--- src/rtl/bip_pkg.sv ---
// Shared widths, command bytes and state encoding for the BIP debug controller.
package bip_pkg;

  localparam int NB_OPCODE    = 5;
  localparam int NB_ADDR      = 11;
  localparam int RAM_WIDTH    = 16;
  localparam int RAM_DEPTH_PM = 2048;
  localparam int NB_BYTE      = 8;

  localparam logic [NB_OPCODE-1:0] HLT_OPCODE = 5'b00000;

  // Highest program-memory address; a load stops after writing it.
  localparam logic [NB_ADDR-1:0] LAST_ADDR = NB_ADDR'(RAM_DEPTH_PM - 1);

  // Host command bytes (ASCII).
  localparam logic [NB_BYTE-1:0] CMD_LOAD = 8'h4C;  // 'L'
  localparam logic [NB_BYTE-1:0] CMD_RUN  = 8'h52;  // 'R'
  localparam logic [NB_BYTE-1:0] CMD_STEP = 8'h53;  // 'S'
  localparam logic [NB_BYTE-1:0] CMD_DUMP = 8'h44;  // 'D'

  // Index of the last snapshot byte sent in a dump.
  localparam logic [2:0] DUMP_LAST_IDX = 3'd5;

  typedef enum logic [2:0] {
    ST_IDLE    = 3'd0,
    ST_LOAD_LO = 3'd1,
    ST_LOAD_HI = 3'd2,
    ST_WRITE   = 3'd3,
    ST_RUN     = 3'd4,
    ST_STEP    = 3'd5,
    ST_DUMP    = 3'd6
  } state_t;

endpackage

--- src/rtl/bip_dump_tx.sv ---
// Snapshot serializer: captures PC/ACC/counter on start and sends them
// as six bytes, low byte first, over a valid/ready byte interface.
//
// Handshake: a byte transfers on a rising clk edge where tx_valid && tx_ready.
// Once raised, tx_valid stays high and tx_data stays stable until that edge.
// The next byte is offered the cycle after a transfer (one byte per two cycles).
module bip_dump_tx
  import bip_pkg::*;
(
  input  logic                 clk,
  input  logic                 rst,
  input  logic                 start,
  input  logic [NB_ADDR-1:0]   pc,
  input  logic [RAM_WIDTH-1:0] acc,
  input  logic [NB_ADDR-1:0]   counter,
  output logic [NB_BYTE-1:0]   tx_data,
  output logic                 tx_valid,
  input  logic                 tx_ready,
  output logic                 done
);

  logic [NB_ADDR-1:0]   snap_pc;
  logic [RAM_WIDTH-1:0] snap_acc;
  logic [NB_ADDR-1:0]   snap_cnt;
  logic [2:0]           idx;
  logic                 busy;
  logic                 valid_q;
  logic [NB_BYTE-1:0]   byte_sel;

  // Capture the snapshot on start, then step through the six bytes.
  always_ff @(posedge clk or posedge rst) begin
    if (rst) begin
      snap_pc  <= '0;
      snap_acc <= '0;
      snap_cnt <= '0;
      idx      <= '0;
      busy     <= 1'b0;
      valid_q  <= 1'b0;
    end else if (start && !busy) begin
      snap_pc  <= pc;
      snap_acc <= acc;
      snap_cnt <= counter;
      idx      <= '0;
      busy     <= 1'b1;
      valid_q  <= 1'b1;
    end else if (valid_q && tx_ready) begin
      valid_q <= 1'b0;
      if (idx == DUMP_LAST_IDX) begin
        idx  <= '0;
        busy <= 1'b0;
      end else begin
        idx <= idx + 3'd1;
      end
    end else if (busy && !valid_q) begin
      valid_q <= 1'b1;
    end
  end

  // Select the current byte of the snapshot.
  always_comb begin
    byte_sel = '0;
    case (idx)
      3'd0:    byte_sel = snap_pc[7:0];
      3'd1:    byte_sel = {5'b0, snap_pc[10:8]};
      3'd2:    byte_sel = snap_acc[7:0];
      3'd3:    byte_sel = snap_acc[15:8];
      3'd4:    byte_sel = snap_cnt[7:0];
      3'd5:    byte_sel = {5'b0, snap_cnt[10:8]};
      default: byte_sel = '0;
    endcase
  end

  assign tx_valid = valid_q;
  assign tx_data  = valid_q ? byte_sel : '0;
  assign done     = valid_q && tx_ready && (idx == DUMP_LAST_IDX);

endmodule

--- src/rtl/bip_debug_ctrl.sv ---
// Host-side sequencer for the BIP CPU: loads program memory from a UART
// byte stream, runs or single-steps the CPU, then dumps PC/ACC/counter.
module bip_debug_ctrl
  import bip_pkg::*;
(
  input  logic                 i_clk,
  input  logic                 i_rst,
  input  logic [NB_BYTE-1:0]   i_rx_data,
  input  logic                 i_rx_valid,
  output logic [NB_BYTE-1:0]   o_tx_data,
  output logic                 o_tx_valid,
  input  logic                 i_tx_ready,
  input  logic [NB_OPCODE-1:0] i_opcode,
  input  logic [NB_ADDR-1:0]   i_pc,
  input  logic [RAM_WIDTH-1:0] i_acc,
  input  logic [NB_ADDR-1:0]   i_counter,
  output logic                 o_cpu_en,
  output logic                 o_cpu_rst,
  output logic                 o_pm_wr_en,
  output logic [NB_ADDR-1:0]   o_pm_addr,
  output logic [RAM_WIDTH-1:0] o_pm_data,
  output logic [2:0]           dbg_state
);

  state_t               state;
  logic [NB_ADDR-1:0]   load_addr;
  logic [NB_BYTE-1:0]   lo_byte;
  logic [NB_BYTE-1:0]   hi_byte;
  logic [RAM_WIDTH-1:0] load_word;
  logic                 cpu_rst_q;
  logic                 dump_done;
  logic                 is_hlt_word;

  assign load_word   = {hi_byte, lo_byte};
  assign is_hlt_word = (load_word[15:11] == HLT_OPCODE);

  // Main sequencer; bytes arriving outside IDLE/LOAD_LO/LOAD_HI are dropped.
  always_ff @(posedge i_clk or posedge i_rst) begin
    if (i_rst) begin
      state     <= ST_IDLE;
      load_addr <= '0;
      lo_byte   <= '0;
      hi_byte   <= '0;
      cpu_rst_q <= 1'b0;
    end else begin
      cpu_rst_q <= 1'b0;
      case (state)
        ST_IDLE: begin
          if (i_rx_valid) begin
            case (i_rx_data)
              CMD_LOAD: begin
                state     <= ST_LOAD_LO;
                load_addr <= '0;
              end
              CMD_RUN:  state <= ST_RUN;
              CMD_STEP: state <= ST_STEP;
              CMD_DUMP: state <= ST_DUMP;
              default:  state <= ST_IDLE;
            endcase
          end
        end
        ST_LOAD_LO: begin
          if (i_rx_valid) begin
            lo_byte <= i_rx_data;
            state   <= ST_LOAD_HI;
          end
        end
        ST_LOAD_HI: begin
          if (i_rx_valid) begin
            hi_byte <= i_rx_data;
            state   <= ST_WRITE;
          end
        end
        ST_WRITE: begin
          // A HLT word or the top of memory ends the load; the CPU restarts at 0.
          if (is_hlt_word || (load_addr == LAST_ADDR)) begin
            state     <= ST_IDLE;
            cpu_rst_q <= 1'b1;
          end else begin
            load_addr <= load_addr + NB_ADDR'(1);
            state     <= ST_LOAD_LO;
          end
        end
        ST_RUN: begin
          if (i_opcode == HLT_OPCODE) state <= ST_DUMP;
        end
        ST_STEP: state <= ST_DUMP;
        ST_DUMP: begin
          if (dump_done) state <= ST_IDLE;
        end
        default: state <= ST_IDLE;
      endcase
    end
  end

  // The CPU clock enable is gated by HLT only while running, never while stepping.
  assign o_cpu_en = ((state == ST_RUN) && (i_opcode != HLT_OPCODE)) || (state == ST_STEP);

  assign o_cpu_rst  = cpu_rst_q;
  assign o_pm_wr_en = (state == ST_WRITE);
  assign o_pm_addr  = o_pm_wr_en ? load_addr : '0;
  assign o_pm_data  = o_pm_wr_en ? load_word : '0;
  assign dbg_state  = state;

  bip_dump_tx u_dump_tx (
    .clk      (i_clk),
    .rst      (i_rst),
    .start    (state == ST_DUMP),
    .pc       (i_pc),
    .acc      (i_acc),
    .counter  (i_counter),
    .tx_data  (o_tx_data),
    .tx_valid (o_tx_valid),
    .tx_ready (i_tx_ready),
    .done     (dump_done)
  );

endmodule

--- config.mk ---
export PLATFORM = sky130hd
export DESIGN_NAME = bip_debug_ctrl
export DESIGN_NICKNAME = d
export VERILOG_FILES = /design/src/rtl/bip_pkg.sv /design/src/rtl/bip_dump_tx.sv /design/src/rtl/bip_debug_ctrl.sv
export SDC_FILE = /design/constraint.sdc
export NUM_CORES = 1
export LEC_CHECK = 0
export CORE_UTILIZATION = 49
export CTS_CLUSTER_DIAMETER = 80
export DETAILED_ROUTE_END_ITERATION = 6
export PLACE_DENSITY = 0.79
export RECOVER_POWER = 100
export SLEW_MARGIN = 20
export SYNTH_ARGS = -nofsm -noshare
export SYNTH_HDL_FRONTEND = slang
export SYNTH_SLANG_ARGS = --single-unit
--- constraint.sdc ---
create_clock -name i_clk -period 3.4 [get_ports i_clk]
set_clock_uncertainty 0.15 [all_clocks]
set_input_delay 0.68 -clock i_clk [delete_from_list [all_inputs] [get_ports i_clk]]
set_output_delay 0.68 -clock i_clk [all_outputs]
set_load 0.05 [all_outputs]
==> results.cfg, run 1 <==
[die]
dieArea_um2 = 8060
initial_core_util_pct = 51.3
die_height_um = 89.8
rows = 31
die_w_um = 89.8
ioPinCount = 97
coreArea_um2 = 7370

[setup_path]
critPathCaptureType = output pin
path_class = reg2out
arrival_ns = 2.35
crit_path_max_fanout = 11
critPathLaunchType = flop
cp.required_ns = 2.57
rr_worst_depth = 5

[pwr]
p_int_mw = 1.95
power_density_nw_per_um2 = 650
seq_power_share_pct = 40.7
clkPwrFrac_pct = 19.6
vdd_drop_max_uv = 313
p_leak_nw = 2.27
finalPower_mw = 3.23
p_comb_share_pct = 39.7
swShare_pct = 39.6
switchingPower_mw = 1.28

[cts]
cts_buffers = 9
cts_max_level = 3
cts_sinks = 74
root_buffer = clkbuf_8
ctsResizeCount = 0
post-cts-setup-buffer-count = 0
hold_buffers = 0
insertion_delay_ns = 0.35
clock_path_buffers = 2
cts_tree = yes
cts.clk_slew.worst_paths_ns = 0.07

[synthesis]
yosys-top-cells-count = dfrtp_1, mux2_2, and2_1
syn_inst = 326
synthFlopType = dfrtp_1
yosysTopAreaCell = dfrtp_1
async_reset_ff_share_pct = 100
synth-edff-count = 0
synth_area_per_cell_um2 = 11.6
syn_nets = 383
synth_top_area_share_pct = 49.0
ys_seq_area_share_pct = 49.0
synth_area_um2 = 3780
yosysWarningCount = 0
synth.most_common_cell = dfrtp_1
synthDistinctLibCells = 59
synth_seq_cells = 74
yosys-top-cells-area = dfrtp_1, mux2_2, and2_1, a222oi_1, nor2_1

[timing]
slew_headroom_pct = -14.8
finalSetupTns_ns = 0
min_period_ns = 3.18
period_share_pct = 93.7
fin_worst_hold_slack_ns = 0.347
setup_violations = 0
worst_pin_slew_ns = 1.71
rsz0062_at_grt = false
max_freq_ghz = 0.314
hold_viol_final = 0
slew_viol_final = 10

[route]
via_per_inst = 5.53
wl_per_cell_um = 15.9
dr_total_vias = 2922
routed_wl_um = 8380
drtPass1Iterations = 4
ant_nets = 0
first_iter_violations = 138
drc_errors = 0

[grt]
grtUsageTotal_pct = 21.9
grt_pass1_wl_um = 14100
grt-ovfl-total = 0
grt_pass1_vias = 2864
grt_max_degree = 44
antenna_found_initial = 0

[min_path]
hold_depth = 1
hp-class = reg2reg

[placement]
portBuffers = 96
dp_cells = 512
placed_cell_area_um2 = 4880
dpl.hpwl_um = 5990
routabilityCongestion = 0.797

[layout]
antennaDiodeCount = 0
final_nets = 481
stdcell_area_um2 = 4960
area_delta_synth_final_pct = 31.4
nFillCells = 590
drive_gt1_share_pct = 29.4
layoutNonFillerInstCount = 528

[outcome]
status = finished with violations
violations = capacitance limit, slew limit

[flow_run]
maxCapViolations = 1
[cells in the final DEF (no fill, tap or decap), types with 4 or more instances in the layout]
cell and n:
a211o_1 4, a21o_1 4, a21oi_1 6, a222oi_1 7
and2_0 9, and2_1 18, buf_12 6, buf_4 14
clkbuf_1 4, clkbuf_2 19, clkbuf_8 12, clkdlybuf4s50_1 51
dfrtp_1 74, dlygate4sd3_1 11, inv_1 9, mux2_2 60
nand2_1 14, nand3_1 6, nand3b_1 6, nor2_1 16
nor3_1 6, nor3b_1 4, o21ai_0 10
[per-stage QoR]
step | setup WS (ns) | util (%)
after floorplan | 0.296 | -
after global placement | 0.464 | 66.3
after detailed placement | 0.435 | 66.3
after CTS | 0.258 | 68.7
after global routing | 0.0694 | 67.4
final | 0.216 | 67.4
[power by group through the flow]
stage,clock network (mW),logic [mW],registers [mW]
2_1_floorplan,0,0.914,1.30
3_3_place_gp,0,1.31,1.32
3_5_place_dp,0,1.33,1.33
4_1_cts,0.650,1.34,1.32
5_1_grt,0.695,1.37,1.36
6_report,0.634,1.28,1.31
[state kept, by name, summed over array words and instances, names as in the netlist]
signal / count
u_dump_tx.snap_acc: 16
load_addr: 11
u_dump_tx.snap_cnt: 11
u_dump_tx.snap_pc: 11
hi_byte: 8
lo_byte: 8
dbg_state: 3
u_dump_tx.idx: 3
o_cpu_rst: 1
u_dump_tx.busy: 1
u_dump_tx.tx_valid: 1
[cell type report]
type                    instances  area, um^2  share of cell area, %
flip-flops and latches         74        1850                   37.3
multi-input cells             225        1800                   36.2
repair buffers                105         972                   19.6
clock buffers                  14         173                   3.48
well taps                      99         124                   2.50
inverters                       9        33.8                  0.681
clock inverters                 2        10.0                  0.202
[path summary, 6_finish.rpt]
path	start	slack [ns]	endpoint
max	u_dump_tx.idx[0]$_DFFE_PP0P_	0.22	o_tx_data[0]
min	lo_byte[5]$_DFFE_PP0P_	0.35	lo_byte[5]$_DFFE_PP0P_
min in group asynchronous	i_rst	0.97	hi_byte[7]$_DFFE_PP0P_
max in group asynchronous	i_rst	1.30	u_dump_tx.snap_acc[5]$_DFFE_PP0P_
max reg2reg	load_addr[1]$_DFFE_PP0P_	0.41	load_addr[2]$_DFFE_PP0P_
min reg2reg	lo_byte[5]$_DFFE_PP0P_	0.35	lo_byte[5]$_DFFE_PP0P_
[worst max-delay path, cell delays in order (launching register included)]
cell and delay, ns:
dfrtp_1 0.58, and2_0 0.19, ha_1 0.40, o31ai_2 0.11
buf_4 0.18, a21oi_1 0.15, clkdlybuf4s15_2 0.39
[routing by layer]
layer,wire length [um],track usage [%]
met5,0,0
met4,174,8.06
met1,3590,27.5
met3,538,7.70
met2,4080,35.1
[logic make-up after synthesis]
| group | share of synthesized area (%) |
|---|---|
| AO/OA/AOI/OAI | 10.5 |
| XOR/XNOR | 0.232 |
| adder cells (fa/ha/maj) | 0.662 |
| buffers and inverters | 3.01 |
| flip-flops | 49.0 |
| multiplexers | 19.3 |
| AND/OR/NAND/NOR | 17.3 |
(Power assumes the default switching activity.)
==> inputs of run 2 (changes only) <==
--- a/config.mk
+++ b/config.mk
@@ -7,6 +7,7 @@
 export LEC_CHECK = 0
 export CORE_UTILIZATION = 49
 export CTS_CLUSTER_DIAMETER = 80
+export CTS_CLUSTER_SIZE = 14
 export DETAILED_ROUTE_END_ITERATION = 6
 export PLACE_DENSITY = 0.79
 export RECOVER_POWER = 100
==> results of run 2 <==
Same layout as run 1: the final DEF is identical, and so are final timing and power.
==> inputs of run 3 (changes only) <==
--- a/config.mk
+++ b/config.mk
@@ -10,7 +10,6 @@
 export CTS_CLUSTER_SIZE = 14
 export DETAILED_ROUTE_END_ITERATION = 6
 export PLACE_DENSITY = 0.79
-export RECOVER_POWER = 100
 export SLEW_MARGIN = 20
 export SYNTH_ARGS = -nofsm -noshare
 export SYNTH_HDL_FRONTEND = slang
==> results.cfg, run 3 (synthesized netlist as in run 1, its figures left out) <==
[die]
die_height_um = 89.8
initial_core_util_pct = 51.3
dieArea_um2 = 8060
rows = 31
ioPinCount = 97
coreArea_um2 = 7370
die_w_um = 89.8

[layout]
area_delta_synth_final_pct = 34.1
final_nets = 481
layoutNonFillerInstCount = 528
largest_reg_flops = 16
antennaDiodeCount = 0
final_core_util_pct = 68.7
layout_commonest_cell = dfrtp_1
stdcell_area_um2 = 5070
drive_gt1_share_pct = 30.8
largest_register = u_dump_tx.snap_acc
final_cell_mix = dfrtp_1, clkdlybuf4s50_1, mux2_2

[timing]
min_period_ns = 3.12
slew_headroom_pct = 53.5
setup_violations = 0
slew_viol_final = 0
max_freq_ghz = 0.320
worst_pin_slew_ns = 0.697
period_share_pct = 91.8
setup_ws_ns = 0.280
hold_viol_final = 0
rsz0062_at_grt = false
finalSetupTns_ns = 0
fin_worst_hold_slack_ns = 0.347

[setup_path]
arrival_ns = 2.29
rr_worst_depth = 4
critPathCaptureType = output pin
critPathLaunchType = flop
r2r-start = dbg_state[2]$_DFFE_PP0P_
regToRegEndpoint = load_addr[9]$_DFFE_PP0P_
worstSetupEndpoint = o_tx_data[1]
cp.required_ns = 2.57
path_class = reg2out
crit_path_max_fanout = 11
startpoint = u_dump_tx.idx[0]$_DFFE_PP0P_
reg2reg_slack_ns = 1.22

[grt]
grt_pass1_wl_um = 14100
grtUsageTotal_pct = 21.9
antenna_found_initial = 0
grt_max_degree = 44
grt-ovfl-total = 0
grt_pass1_vias = 2864

[placement]
placed_cell_area_um2 = 4880
portBuffers = 96
dp_cells = 512
routabilityCongestion = 0.797
dpl.hpwl_um = 5990
dp_slack_ns = 0.435

[cts]
cts_tree = yes
cts_sinks = 74
post-cts-setup-buffer-count = 0
hold_buffers = 0
ctsResizeCount = 0
insertion_delay_ns = 0.35
cts.clk_slew.worst_paths_ns = 0.07
root_buffer = clkbuf_8
cts_buffers = 9
cts_max_level = 3
clock_path_buffers = 2

[route]
dr_total_vias = 2919
first_iter_violations = 117
ant_nets = 0
drc_errors = 0
routed_wl_um = 8420
wl_per_cell_um = 16.0
drtPass1Iterations = 4
via_per_inst = 5.53

[flow_run]
maxCapViolations = 0

[pwr]
power_density_nw_per_um2 = 647
finalPower_mw = 3.28
vdd_drop_max_uv = 313
p_leak_nw = 2.30

[outcome]
status = complete, no violations

[min_path]
hp-class = reg2reg
-- run 3: cell types whose count changed in the layout (fill, tap and decap cells not counted), moves of 9 or more --
cell and change:
buf_4 +20, and2_1 +9, dlygate4sd3_1 -11, clkbuf_2 -19
and2_0 -9, clkdlybuf4s50_1 +11
-- run 3: cell type report --
type                    count  area [um^2]
clock buffers              14          173
clock inverters             2         10.0
fillers                   572         2300
inverters                   9         33.8
multi-input cells         225         1820
flip-flops and latches     74         1850
well taps                  99          124
repair buffers            105         1060
-- run 3: power breakdown --
group,internal [mW],total [mW],switching [mW],leakage [nW]
Combinational,0.568,1.33,0.762,1.22
Clock,0.323,0.635,0.312,0.0965
Sequential,1.11,1.31,0.207,0.977
Total,2.00,3.28,1.28,2.30
-- run 3: how the worst min path moves through the flow --
| stage | slack (ns) | end | startpoint | cells past startpoint |
|---|---|---|---|---|
| floorplan | 0.32 | load_addr[10]$_DFFE_PP0P_ | load_addr[10]$_DFFE_PP0P_ | 1 |
| detailed placement | 0.34 | lo_byte[5]$_DFFE_PP0P_ | lo_byte[5]$_DFFE_PP0P_ | 1 |
| CTS | 0.35 | lo_byte[5]$_DFFE_PP0P_ | lo_byte[5]$_DFFE_PP0P_ | 1 |
| finish | 0.35 | lo_byte[5]$_DFFE_PP0P_ | lo_byte[5]$_DFFE_PP0P_ | 1 |
| global placement | 0.33 | lo_byte[4]$_DFFE_PP0P_ | lo_byte[4]$_DFFE_PP0P_ | 1 |
| global route | 0.38 | hi_byte[1]$_DFFE_PP0P_ | hi_byte[1]$_DFFE_PP0P_ | 1 |
-- run 3: metal layers --
layer | routed length [um] | share of wire, % | up-vias | GRT usage [%]
met4 | 174 | 2.1 | 0 | 8.06
li1 | - | - | 1391 | -
met3 | 514 | 6.1 | 14 | 7.70
met2 | 4080 | 48 | 86 | 35.1
met1 | 3650 | 43 | 1428 | 27.5
met5 | 0 | 0 | - | 0
-- run 3: critical path, stage by stage (launching register included) --
cell and delay, ns:
dfrtp_1 0.58, and2_1 0.19, ha_1 0.40, o31ai_2 0.11, buf_4 0.18, a21oi_1 0.30, buf_12 0.19
